$ cat src/rtl/centroid_pkg.sv
// Shared constants and types for the centroid divider.
// CENTROID_DIV_ROUND_EN widens each dividend by one bit for round-to-nearest.
package centroid_pkg;

  localparam int unsigned COORD_NUM        = 7;
  localparam int unsigned ACCUM_CORD_WIDTH = 22;
  localparam int unsigned COUNT_WIDTH      = 10;
  localparam int unsigned ACCUM_WIDTH      = COORD_NUM * ACCUM_CORD_WIDTH;
  localparam int unsigned REM_WIDTH        = COUNT_WIDTH + 1;
  localparam int unsigned SHIFT_WIDTH      = REM_WIDTH + 1;

`ifdef CENTROID_DIV_ROUND_EN
  localparam int unsigned DIV_WIDTH = ACCUM_CORD_WIDTH + 1;
`else
  localparam int unsigned DIV_WIDTH = ACCUM_CORD_WIDTH;
`endif

  localparam int unsigned COORD_IDX_WIDTH = $clog2(COORD_NUM);
  localparam int unsigned BIT_IDX_WIDTH   = $clog2(DIV_WIDTH);

  typedef enum logic [1:0] {
    IDLE,
    DIVIDE,
    DONE
  } state_t;

  typedef logic [ACCUM_CORD_WIDTH-1:0] accum_cord_t;
  typedef logic [DIV_WIDTH-1:0]        dividend_t;
  typedef logic [REM_WIDTH-1:0]        rem_t;
  typedef logic [COUNT_WIDTH-1:0]      count_t;

endpackage

$ cat src/rtl/restoring_div_step.sv
// One combinational restoring-division step: shift in a dividend bit,
// subtract the divisor when it fits, and report the quotient bit.
module restoring_div_step
  import centroid_pkg::*;
(
  input  rem_t   rem_i,
  input  logic   dividend_bit_i,
  input  count_t divisor_i,
  output rem_t   rem_c_o,
  output logic   quot_bit_c_o
);

  logic [SHIFT_WIDTH-1:0] shifted_c;
  logic [SHIFT_WIDTH-1:0] divisor_ext_c;

  assign shifted_c     = {rem_i, dividend_bit_i};
  assign divisor_ext_c = SHIFT_WIDTH'(divisor_i);
  assign quot_bit_c_o  = (shifted_c >= divisor_ext_c);

  // Remainder stays below the divisor, so the difference always fits REM_WIDTH.
  assign rem_c_o = quot_bit_c_o ? REM_WIDTH'(shifted_c - divisor_ext_c)
                                : REM_WIDTH'(shifted_c);

endmodule

$ cat src/rtl/centroid_divider.sv
// Serial centroid divider: divides 7 coordinate sums by the member count
// with one shared restoring step. CENTROID_DIV_ROUND_EN selects round-to-nearest.
module centroid_divider
  import centroid_pkg::*;
(
  input  logic                        clk,
  input  logic                        rst,
  input  logic                        start,
  input  logic [ACCUM_WIDTH-1:0]      accum_sums,
  input  logic [COUNT_WIDTH-1:0]      count,
  output logic                        busy,
  output logic                        done,
  output logic                        empty_cluster,
  output logic [ACCUM_CORD_WIDTH-1:0] result_cord_1,
  output logic [ACCUM_CORD_WIDTH-1:0] result_cord_2,
  output logic [ACCUM_CORD_WIDTH-1:0] result_cord_3,
  output logic [ACCUM_CORD_WIDTH-1:0] result_cord_4,
  output logic [ACCUM_CORD_WIDTH-1:0] result_cord_5,
  output logic [ACCUM_CORD_WIDTH-1:0] result_cord_6,
  output logic [ACCUM_CORD_WIDTH-1:0] result_cord_7
);

  state_t                     state_q,     state_d;
  logic [COORD_IDX_WIDTH-1:0] coord_idx_q, coord_idx_d;
  logic [BIT_IDX_WIDTH-1:0]   bit_idx_q,   bit_idx_d;
  rem_t                       rem_q,       rem_d;
  logic [DIV_WIDTH-2:0]       quot_q,      quot_d;
  count_t                     divisor_q,   divisor_d;
  dividend_t                  dividend_q [COORD_NUM];
  dividend_t                  dividend_d [COORD_NUM];
  accum_cord_t                result_q   [COORD_NUM];
  accum_cord_t                result_d   [COORD_NUM];
  logic                       busy_q,      busy_d;
  logic                       done_q,      done_d;
  logic                       empty_q,     empty_d;

  logic                       dividend_bit_c;
  rem_t                       rem_step_c;
  logic                       quot_bit_c;
  dividend_t                  quot_shift_c;

  assign dividend_bit_c = dividend_q[coord_idx_q][bit_idx_q];
  assign quot_shift_c   = {quot_q, quot_bit_c};

  restoring_div_step u_step (
    .rem_i          (rem_q),
    .dividend_bit_i (dividend_bit_c),
    .divisor_i      (divisor_q),
    .rem_c_o        (rem_step_c),
    .quot_bit_c_o   (quot_bit_c)
  );

  // State and datapath registers.
  always_ff @(posedge clk) begin
    if (rst) begin
      state_q     <= IDLE;
      coord_idx_q <= '0;
      bit_idx_q   <= '0;
      rem_q       <= '0;
      quot_q      <= '0;
      divisor_q   <= '0;
      dividend_q  <= '{default: '0};
      result_q    <= '{default: '0};
      busy_q      <= 1'b0;
      done_q      <= 1'b0;
      empty_q     <= 1'b0;
    end else begin
      state_q     <= state_d;
      coord_idx_q <= coord_idx_d;
      bit_idx_q   <= bit_idx_d;
      rem_q       <= rem_d;
      quot_q      <= quot_d;
      divisor_q   <= divisor_d;
      dividend_q  <= dividend_d;
      result_q    <= result_d;
      busy_q      <= busy_d;
      done_q      <= done_d;
      empty_q     <= empty_d;
    end
  end

  // Next-state and datapath control.
  always_comb begin
    state_d     = state_q;
    coord_idx_d = coord_idx_q;
    bit_idx_d   = bit_idx_q;
    rem_d       = rem_q;
    quot_d      = quot_q;
    divisor_d   = divisor_q;
    dividend_d  = dividend_q;
    result_d    = result_q;
    empty_d     = empty_q;
    busy_d      = 1'b0;
    done_d      = 1'b0;

    case (state_q)
      IDLE: begin
        if (start) begin
          for (int unsigned k = 0; k < COORD_NUM; k++) begin
`ifdef CENTROID_DIV_ROUND_EN
            dividend_d[k] = DIV_WIDTH'(accum_sums[k*ACCUM_CORD_WIDTH +: ACCUM_CORD_WIDTH])
                          + DIV_WIDTH'(count >> 1);
`else
            dividend_d[k] = accum_sums[k*ACCUM_CORD_WIDTH +: ACCUM_CORD_WIDTH];
`endif
          end
          divisor_d   = count;
          coord_idx_d = '0;
          bit_idx_d   = BIT_IDX_WIDTH'(DIV_WIDTH - 1);
          rem_d       = '0;
          quot_d      = '0;
          result_d    = '{default: '0};
          empty_d     = (count == '0);
          state_d     = (count == '0) ? DONE : DIVIDE;
        end
      end

      DIVIDE: begin
        rem_d  = rem_step_c;
        quot_d = quot_shift_c[DIV_WIDTH-2:0];
        if (bit_idx_q == '0) begin
          // Rounded quotients provably fit, so truncation only drops a zero bit.
          result_d[coord_idx_q] = ACCUM_CORD_WIDTH'(quot_shift_c);
          rem_d     = '0;
          quot_d    = '0;
          bit_idx_d = BIT_IDX_WIDTH'(DIV_WIDTH - 1);
          if (coord_idx_q == COORD_IDX_WIDTH'(COORD_NUM - 1)) begin
            coord_idx_d = '0;
            state_d     = DONE;
          end else begin
            coord_idx_d = coord_idx_q + COORD_IDX_WIDTH'(1);
          end
        end else begin
          bit_idx_d = bit_idx_q - BIT_IDX_WIDTH'(1);
        end
      end

      DONE: begin
        state_d = IDLE;
      end

      default: begin
        state_d = IDLE;
      end
    endcase

    busy_d = (state_d == DIVIDE);
    done_d = (state_d == DONE);
  end

  assign busy          = busy_q;
  assign done          = done_q;
  assign empty_cluster = empty_q;
  assign result_cord_1 = result_q[0];
  assign result_cord_2 = result_q[1];
  assign result_cord_3 = result_q[2];
  assign result_cord_4 = result_q[3];
  assign result_cord_5 = result_q[4];
  assign result_cord_6 = result_q[5];
  assign result_cord_7 = result_q[6];

endmodule

$ cat config.mk
export PLATFORM = sky130hd
export DESIGN_NAME = centroid_divider
export DESIGN_NICKNAME = d
export VERILOG_FILES = /design/src/rtl/centroid_pkg.sv /design/src/rtl/restoring_div_step.sv /design/src/rtl/centroid_divider.sv
export SDC_FILE = /design/constraint.sdc
export NUM_CORES = 1
export LEC_CHECK = 0
export BUFFER_PORTS_ARGS = -buffer_cell sky130_fd_sc_hd__buf_2
export CAP_MARGIN = 40
export CORE_MARGIN = 2
export CORE_UTILIZATION = 23
export CTS_CLUSTER_SIZE = 8
export DETAILED_ROUTE_END_ITERATION = 8
export GPL_TIMING_DRIVEN = 1
export PLACE_DENSITY_LB_ADDON = 0.2
export SLEW_MARGIN = 20
export SYNTH_ARGS = -nofsm -noshare
export SYNTH_HDL_FRONTEND = slang
export SYNTH_SLANG_ARGS = --single-unit
$ cat constraint.sdc
create_clock -name clk -period 9.4 [get_ports clk]
set_input_delay 1.88 -clock clk [delete_from_list [all_inputs] [get_ports clk]]
set_output_delay 1.88 -clock clk [all_outputs]
set_load 0.1 [all_outputs]
# Word-level counts from Yosys, hierarchy flattened
# Index checks and enable logic that the tools add are counted.
[classes]
muxes = 30
n_bitwise = 1
add_sub_neg = 3
order_cmp = 4
eq_ne = 6
reduce_logical = 8
[ops]
columns = ["operator", "count"]
rows = [
  ["154-bit 2-to-1 mux", 2],
  ["154-bit one-hot mux with 2 select lines", 1],
  ["154-bit bitwise mux", 1],
  ["22-bit binary-select mux with 3-bit select", 1],
  ["22-bit demux with 3-bit select", 1],
  ["22-bit 2-to-1 mux", 3],
  ["21-bit 2-to-1 mux", 2],
  ["21-bit one-hot mux with 2 select lines", 1],
  ["11-bit 2-to-1 mux", 3],
  ["11-bit one-hot mux with 2 select lines", 1],
  ["12-bit by 10-bit greater-or-equal comparator with 1-bit output", 1],
  ["11-bit by 10-bit subtractor with 11-bit output", 1],
  ["10-bit logical NOT", 1],
  ["5-bit 2-to-1 mux", 2],
  ["5-bit one-hot mux with 2 select lines", 1],
  ["3-bit 2-to-1 mux", 3],
  ["2-bit 2-to-1 mux", 4],
  ["5-bit by 6-bit < comparator with 1-bit output (second input constant)", 1],
  ["3-bit one-hot mux with 2 select lines", 1],
  ["1-bit binary-select mux with 5-bit select", 1],
  ["5-bit logical NOT", 1],
  ["5-bit by 1-bit subtractor with 5-bit output (second input constant)", 1],
  ["2-bit by 1-bit == test with 1-bit output (second input constant)", 2],
  ["4-bit greater-or-equal comparator (second input constant)", 1],
  ["13 further kinds", 15],
]
[word_totals]
inputBits = 167
output_inout_bits = 157
regBits = 363
elab_cells = 75

# Depth between registers and ports, before layout
# Gate-level depths: netlist of run 1.
[depth]
ltp_word = 10
mapped_depth = 22
mapped_depth_nobuf = 18

# Modules after synthesis
# From an unflattened synthesis of run 1, not the netlist that was laid out.
[unflattened]
cells_unflattened = 1922
hier_area_um2 = 14984.4
[modules_own_cells]
columns = ["mod", "cells_per_inst", "n_inst", "area_per_inst_um2"]
rows = [
  ["centroid_divider", 1829, 1, 14286.2],
  ["restoring_div_step", 93, 1, 698.2],
]

# Worst setup path before layout of run 1
# OpenSTA, ideal clock, no wires.
[synth_timing]
path_kind = "register to register"
from = "reg coord_idx_q[1]"
to = "reg rem_q[0]"
arrival_time_ns = 4.377
setup_ns = 0.117
stages_incl_launch_ff = 21
required_ns = 9.283
path_buffers = 4
slack_ns = 4.906
synth_period_minus_slack_ns = 4.494
cell_sequence = "dfxtp_1 buf_6 buf_6 buf_2 mux2_2 a22oi_1 nand3_1 a311oi_1 nor4_1 nor3_1 ha_1 inv_1 fa_1 a21o_1 a221oi_1 a21oi_1 a31o_2 a21o_1 clkbuf_1 or4_1 a22o_1"
[synth_via]
elab_chain_cells = 10
elab_cells_between_ends = 11
classes_between = "add/sub (1); order compare (1); mux (8); bitwise (1)"
[synth_lines]
columns = ["item", "line", "text"]
rows = [
  ["start, declared", "centroid_divider.sv:24", "logic [COORD_IDX_WIDTH-1:0] coord_idx_q, coord_idx_d;"],
  ["start signal, assigned", "centroid_divider.sv:69", "coord_idx_q <= coord_idx_d;"],
  ["3-bit NOT with 4-bit output (not written as such) *", "centroid_divider.sv:42", "assign dividend_bit_c = dividend_q[coord_idx_q][bit_idx_q];"],
  ["22-bit binary-select mux with 3-bit select *", "centroid_divider.sv:42", ""],
  ["22-bit 2-to-1 mux (not written as such) * (2 in a row)", "centroid_divider.sv:42", ""],
  ["1-bit binary-select mux with 5-bit select *", "centroid_divider.sv:42", ""],
  ["1-bit 2-to-1 mux (not written as such) *", "centroid_divider.sv:42", ""],
  ["11-bit by 10-bit subtractor with 11-bit output / 12-bit by 10-bit greater-or-equal comparator with 1-bit output (equally long branches)", "restoring_div_step.sv:21, restoring_div_step.sv:18", ""],
  ["11-bit 2-to-1 mux *", "restoring_div_step.sv:21", "assign rem_c_o = quot_bit_c_o ? REM_WIDTH'(shifted_c - divisor_ext_c)"],
  ["11-bit 2-to-1 mux *", "centroid_divider.sv:121", "if (bit_idx_q == '0) begin"],
  ["11-bit one-hot mux with 2 select lines *", "centroid_divider.sv:96", "case (state_q)"],
  ["end signal, assigned", "centroid_divider.sv:71", "rem_q <= rem_d;"],
  ["end, declared", "centroid_divider.sv:26", "rem_t rem_q, rem_d;"],
]
# Mark *: on every way between the ends. The rest lies on a longest branch, timed or not. The select of a mux whose other input is x is not followed.
# A chain may end at the register's enable or synchronous reset.

# Worst setup path after layout of run 1
# Same ends and word-level chain as after synthesis.

==> results of run 1 <==
-- per-layer routing --
| metal | vias up | part of all wire (%) | track usage (%) |
|---|---|---|---|
| met5 | - | 0 | 0 |
| met4 | 0 | 2.3 | 4.32 |
| met3 | 75 | 5.5 | 3.28 |
| met2 | 371 | 49 | 29.7 |
| met1 | 6031 | 43 | 21.2 |
| li1 | 6320 | - | - |
-- final timing paths --
check                                    endpoint               from  cells past startpoint  slack, ps
worst max register to register           rem_q[0]     coord_idx_q[1]                     18       4030
worst min register to register  result_cord_3[16]  result_cord_3[16]                      2        440
worst max-delay path                     rem_q[0]     coord_idx_q[1]                     18       4030
worst min-delay path            result_cord_3[16]  result_cord_3[16]                      2        440
-- worst max-delay path, cell delays in order, from the launching register on --
cell and delay, ps:
dfxtp_2 300, buf_4 530, and2b_1 470, a21oi_1 230, o21ai_0 110, a221oi_1 320
o31ai_1 150, o2111a_1 280, nor3_1 220, ha_1 200, inv_1 50, fa_1 410
a21o_1 220, a221oi_1 400, a21oi_1 200, a31o_2 270, a21o_1 270, or4_1 440
a22o_1 180
-- registers in the layout, summed over array words and instances, names as in the netlist, 2 cells and up --
register,flops
dividend_q,154
result_cord_6,22
state_q,2
result_cord_4,22
result_cord_1,22
result_cord_7,22
bit_idx_q,5
quot_q,21
divisor_q,10
result_cord_3,22
coord_idx_q,3
result_cord_2,22
result_cord_5,22
rem_q,11
-- placed cells by master (no fill, tap or decap), types with 4 or more instances in the layout --
| cell | n |
|---|---|
| mux2i_1 | 26 |
| nor4_1 | 4 |
| o31ai_1 | 4 |
| mux2_2 | 9 |
| xnor2_1 | 5 |
| a22o_1 | 5 |
| nand3_1 | 10 |
| nor2b_2 | 4 |
| dfxtp_1 | 361 |
| inv_1 | 15 |
| buf_2 | 323 |
| ha_1 | 11 |
| nand2b_1 | 26 |
| nor3_1 | 7 |
| a21o_1 | 4 |
| buf_4 | 13 |
| buf_12 | 4 |
| nand2_1 | 502 |
| a221oi_1 | 11 |
| a211oi_1 | 8 |
| a221o_1 | 6 |
| o21ai_0 | 182 |
| o21a_1 | 5 |
| a21oi_1 | 205 |
| clkbuf_16 | 53 |
| nor2b_1 | 10 |
| buf_8 | 10 |
| a22oi_1 | 18 |
| nor2_1 | 47 |
| o22ai_1 | 20 |
-- kinds of logic (layout without fill, tap and decap cells) --
family | Yosys count | after routing
buffers and inverters | 163 | 430
AND/OR/NAND/NOR | 634 | 634
multiplexers | 42 | 42
adder cells (fa/ha/maj) | 12 | 12
AO/OA/AOI/OAI | 494 | 494
other | 0 | 1
flip-flops | 363 | 363
XOR/XNOR | 7 | 7
-- cell type report --
class	count	area [sq um]	area share, %
repair buffers	354	2010	11.2
multi-input cells	1189	6150	34.5
clock inverters	2	12.5	0.0701
well taps	782	978	5.49
flip-flops and latches	363	7270	40.8
diodes	1	2.50	0.0140
inverters	17	63.8	0.358
clock buffers	57	1350	7.58
-- synth_stat cells, drive strengths merged (5+ instances only) --
cell    instances
nand2         503
dfxtp         363
a21oi         205
o21ai         182
clkbuf        120
nor2           48
buf            26
mux2i          26
nand2b         26
o22ai          20
a22oi          18
inv            15
nor2b          14
a221oi         13
ha             11
mux2           11
nand3          10
a211oi          8
nor3            7
a221o           6
a22o            5
and2            5
mux4            5
o21a            5
xnor2           5
-- power by group --
part           leakage (nW)  total, mW  switching, mW  internal [mW]
sequential             2.95       1.65         0.0516           1.60
clock                 0.668       1.64          0.653          0.992
combinational          3.55      0.470          0.291          0.179
-- through the flow --
stage / utilization (%) / instances / instance area (sq um)
after floorplan: - / 1715 / 14100
after global placement: 26.8 / 2686 / 16200
after detailed placement: 27.3 / 2704 / 16500
after CTS: 29.5 / 2763 / 17800
after global routing: 29.5 / 2764 / 17800
final: 29.6 / 2765 / 17800
==> impl_metrics.yaml, run 1 <==
run_status:
  status: "completed"
layout:
  finalNetCount: 2156
  synthToLayoutAreaGrowth_pct: 26.9
  drive_above_1_share_pct: 22.3
  num-fill-cells: 6522
synthesis:
  synthCells: 1715
  post_synth_fa_ha_maj_area_fraction_pct: 1.12
  seq_area_frac_synth_pct: 51.7
  yosysTopAreaCell: "dfxtp_1"
  synth_edf_count: 0
  synth_xor_xnor_area_share_pct: 0.436
  yosysUniqueCellTypes: 62
  synth_compound_area_share_pct: 19.9
  synthSimpleGateAreaFrac_pct: 18.5
  yosys.area.top_type_share_pct: 51.7
  syn_area_sq_um: 14100
  synth_fp_nets: 1894
  synth_mux_area_share_pct: 3.67
  synth.avg_cell_area_sq_um: 8.19
  yosys_most_used_dff: "dfxtp_1"
  yosys-top-cells-area: "dfxtp_1 52%, nand2_1 13%, a21oi_1 7.3%"
  synthArstFlopShare_pct: 0
  yosys_warnings: 0
  ys_ff_latch: 363
  synth_top_family_by_area: "compound AO/OA/AOI/OAI gates"
critical_path:
  crit_arrival_ps: 5830
  crit_type: "reg -> reg"
  timing.critical_path.fanout_max: 51
  cp_data_required_time_ps: 9860
  start_kind: "flip-flop"
  cp-end-kind: "flip-flop"
routing:
  num_vias: 12800
  wirelength_mm: 54.6
  dr.pass1.iters: 5
  post_drt_wl_per_cell_microns: 19.7
  drt_iter0_markers: 727
  ant_nets: 0
  via_per_inst: 4.63
  drc: 0
min_path:
  hp-class: "reg -> reg"
placement:
  dp_hpwl_mm: 40.5
  portBuffers: 323
  gp_congestion: 0.891
  dpl_worst_slack_ps: 4050
grt:
  grt_pass1_vias: 12500
  grt_max_degree: 97
  grt_use_total_pct: 16.9
  grt.overflow.total: 0
  grt_pass1_wl_mm: 80.6
  grt_antenna_before_repair: 1
timing:
  skew_ps: 16.2
  post-route-min-period_ps: 5370
  hold_viol_final: 0
  timing.final.ws_setup_ps: 4030
  period_share_pct: 57.2
  relSlewSlack_pct: 43.6
  finalSetupViolations: 0
  max_freq_mhz: 186
  worstMarginPinSlew_ps: 845
  rsz0062_at_grt: "no"
  whs_ps: 445
  setup_tns_ps: 0
  drv_slew: 0
floorplanning:
  fp.dieH_microns: 251
  die_w_microns: 251
  row_count: 90
  initial_core_util_pct: 23.3
  dieArea_sq_um: 63100
  core_area_sq_um: 60400
  io_pins: 324
pwr:
  power_density_nw_per_um2: 211
  power_leakage_nw: 7.17
  peakVddDrop_v: 0.000103
  p_total_mw: 3.76
clock_network:
  cts_tree: "done"
  cts_hold_buf: 0
  cts_buffer_depth: 3
  clk_pin_slew_ps: 50
  numCtsBuffers: 52
  cts_max_level: 2
  cts_root_buf: "clkbuf_16"
  cts_resized: 0
  cts_setup_buffers: 0
  clock_sinks: 363
  clkLatencyLatePin_ps: 570
run:
  max_cap_violations: 0
Note: power is estimated with default switching activity, not from simulation.
==> inputs of run 2 (changes only) <==
Settings changed: ABC_AREA set to 1.
Clock period 9.4 ns to 5.03 ns, I/O delays scaled along.
==> run 2 against run 1 <==
Design area rose by 1.5%. Clock power rose by 92%. Synthesized area up 1.0%. Global-route usage rose by 1.2 points. Sequential share of layout area fell by 0.63 points. Critical path type unchanged. Count of clock-buffer cells in the layout decreased by 2. Worst setup slack worse by 3500 ps. Total power grew 110%. Wire length up 8.1%. Non-clock buffer count grew 10. Fmax rose by 20%. Largest power group unchanged. Critical path depth rose by 7.
==> impl_metrics.yaml, run 2 <==
layout:
  largest_reg_flops: 154
  drive_above_1_share_pct: 20.2
  final_cell_mix: "362 x dfxtp_1, 332 x nor2_1, 332 x o21ai_0"
  finalNetCount: 2357
  diodes: 0
  synthToLayoutAreaGrowth_pct: 27.6
  num-fill-cells: 6741
  final_common_cell: "dfxtp_1"
  design_area_sq_um: 18100
  regMostFlops: "dividend_q"
  final_core_util_pct: 29.5
routing:
  wl_met1_mm: 26.3
  wirelength_mm: 59.0
  ant_nets: 0
  dr.pass1.iters: 5
  met2_wirelength_mm: 28.5
  drc: 0
  met3_length_mm: 3.04
  highest_layer: "met4"
  post_drt_wl_per_cell_microns: 19.8
  drt_iter0_markers: 929
  via_per_inst: 4.72
  num_vias: 14000
critical_path:
  critPathSlowestCell: "dfxtp_1"
  timing.critical_path.fanout_max: 16
  crit_arrival_ps: 4950
  critPathLaunch: "coord_idx_q[2]"
  cp-end-kind: "flip-flop"
  r2r-start: "coord_idx_q[2]"
  path_common_cell: "nand2_1"
  r2r_end: "rem_q[9]"
  start_kind: "flip-flop"
  reg2reg_slack_ps: 540
  cp_data_required_time_ps: 5490
  crit_type: "reg -> reg"
  reg2reg_depth: 25
  slowest_delay_ps: 670
pwr:
  peakVddDrop_v: 0.000358
  power_density_nw_per_um2: 446
  power_leakage_nw: 7.76
  p_total_mw: 8.07
synthesis:
  seq_area_frac_synth_pct: 51.2
  yosys.area.top_type_share_pct: 51.2
  synth_most_common_cell: "dfxtp_1"
  synthCells: 1894
  yosys-top-cells-area: "dfxtp_1 51%, o21ai_0 12%, nor2_1 8.8%"
  syn_area_sq_um: 14200
  synth_common_cells: "363 x dfxtp_1, 332 x nor2_1, 332 x o21ai_0, 275 x nand2_1, 200 x nand3_1"
  yosys_warnings: 0
  synth.avg_cell_area_sq_um: 7.49
  yosys_most_used_dff: "dfxtp_1"
  synthArstFlopShare_pct: 0
  ys_ff_latch: 363
  synth_edf_count: 0
  yosysTopAreaCell: "dfxtp_1"
  yosysUniqueCellTypes: 37
  synth_fp_nets: 2073
timing:
  setup_tns_ps: 0
  period_share_pct: 89.2
  worstMarginPinSlew_ps: 785
  finalSetupViolations: 0
  hold_viol_final: 0
  rsz0062_at_grt: "no"
  max_freq_mhz: 223
  relSlewSlack_pct: 47.5
  skew_ps: 25.1
  post-route-min-period_ps: 4490
  timing.final.ws_setup_ps: 545
  drv_slew: 0
clock_network:
  clk_pin_slew_ps: 50
  cts_root_buf: "clkbuf_16"
  clock_sinks: 363
  cts_tree: "done"
  cts_buffer_depth: 3
  cts_hold_buf: 0
  cts_max_level: 2
  clkLatencyLatePin_ps: 610
  numCtsBuffers: 52
min_path:
  min_to: "result_cord_3[0]"
  worstHoldStart: "result_cord_3[0]"
  hp-class: "reg -> reg"
  hold_depth: 2
floorplanning:
  core_area_sq_um: 61400
  initial_core_util_pct: 23.1
  die_w_microns: 252
  dieArea_sq_um: 63700
  fp.dieH_microns: 252
  io_pins: 324
  row_count: 91
placement:
  gp_congestion: 0.917
  dpl_worst_slack_ps: 91.5
  portBuffers: 323
  placed_cell_area_sq_um: 16600
  dp_hpwl_mm: 43.7
grt:
  grt.overflow.total: 0
  grt_antenna_before_repair: 0
  grt_pass1_vias: 13600
  grt_use_total_pct: 18.1
  grt_pass1_wl_mm: 87.6
  grt_max_degree: 113
run_status:
  status: "completed"
run:
  max_cap_violations: 0
==> run 2: cell types whose count changed in the layout (fill, tap and decap cells not counted), sizes merged, moves of 12 or more <==
cell / before / now
a21oi: 205 / 82
a221oi: 13 / 0
a22oi: 18 / 4
inv: 15 / 76
mux2i: 26 / 0
nand2: 503 / 275
nand2b: 26 / 0
nand3: 10 / 200
nand4: 0 / 12
nor2: 48 / 338
nor2b: 14 / 0
o21ai: 182 / 333
==> run 2: area by class of cell <==
| cell class | count | area, sq um | share of cell area [%] |
|---|---|---|---|
| flip-flops and latches | 363 | 7270 | 40.1 |
| multi-input cells | 1318 | 6120 | 33.8 |
| repair buffers | 364 | 2010 | 11.1 |
| clock buffers | 55 | 1320 | 7.30 |
| well taps | 790 | 988 | 5.46 |
| inverters | 79 | 307 | 1.69 |
| clock inverters | 6 | 91.3 | 0.504 |
==> run 2: stage by stage <==
step | hold WS (ps) | cells
2_1_floorplan | 425 | 1894
3_3_place_gp | 451 | 2904
3_5_place_dp | 454 | 2911
4_1_cts | 461 | 2972
5_1_grt | 482 | 2975
6_report | 456 | 2975
==> run 2: cell families (layout without fill, tap and decap cells) <==
group / after synthesis / after routing / synth area share (%)
simple gates: 838 / 838 / 24.5
fa+ha+maj: 12 / 12 / 1.11
buf+inv: 213 / 504 / 5.90
xor+xnor: 8 / 8 / 0.494
compound gates: 460 / 460 / 16.8
flops: 363 / 363 / 51.2
==> run 2: how the worst max path moves through the flow <==
stage	to	slack, ps
3_3_place_gp	rem_q[9]	210
2_1_floorplan	rem_q[10]	1760
3_5_place_dp	rem_q[9]	90
5_1_grt	rem_q[9]	30
4_1_cts	rem_q[9]	90
6_report	rem_q[9]	540
==> run 2: where the power goes <==
group / total [mW] / switching, mW / internal, mW / leakage, nW
logic: 1.70 / 1.15 / 0.558 / 4.11
clock network: 3.15 / 1.30 / 1.85 / 0.692
registers: 3.22 / 0.153 / 3.07 / 2.96
total: 8.07 / 2.60 / 5.47 / 7.76
==> run 2: what timing repair did <==
action | CTS | global route
resized for setup | 0 | 3
endpoints found under the setup margin | 0 | 13
setup buffers | 0 | 0
==> run 2: critical path: cells and delay by family, from the launching register on <==
family / cells / cell delay, ps
AND/OR/NAND/NOR: 15 / 1870
buffers and inverters: 5 / 740
flip-flops: 1 / 670
AO/OA/AOI/OAI: 3 / 650
adder cells (fa/ha/maj): 2 / 400
==> run 2: layer usage <==
metal | global-route usage [%] | vias to the layer above
met5 | 0 | -
met4 | 4.94 | 0
met3 | 2.79 | 74
met2 | 31.2 | 445
met1 | 23.5 | 6657
li1 | - | 6860
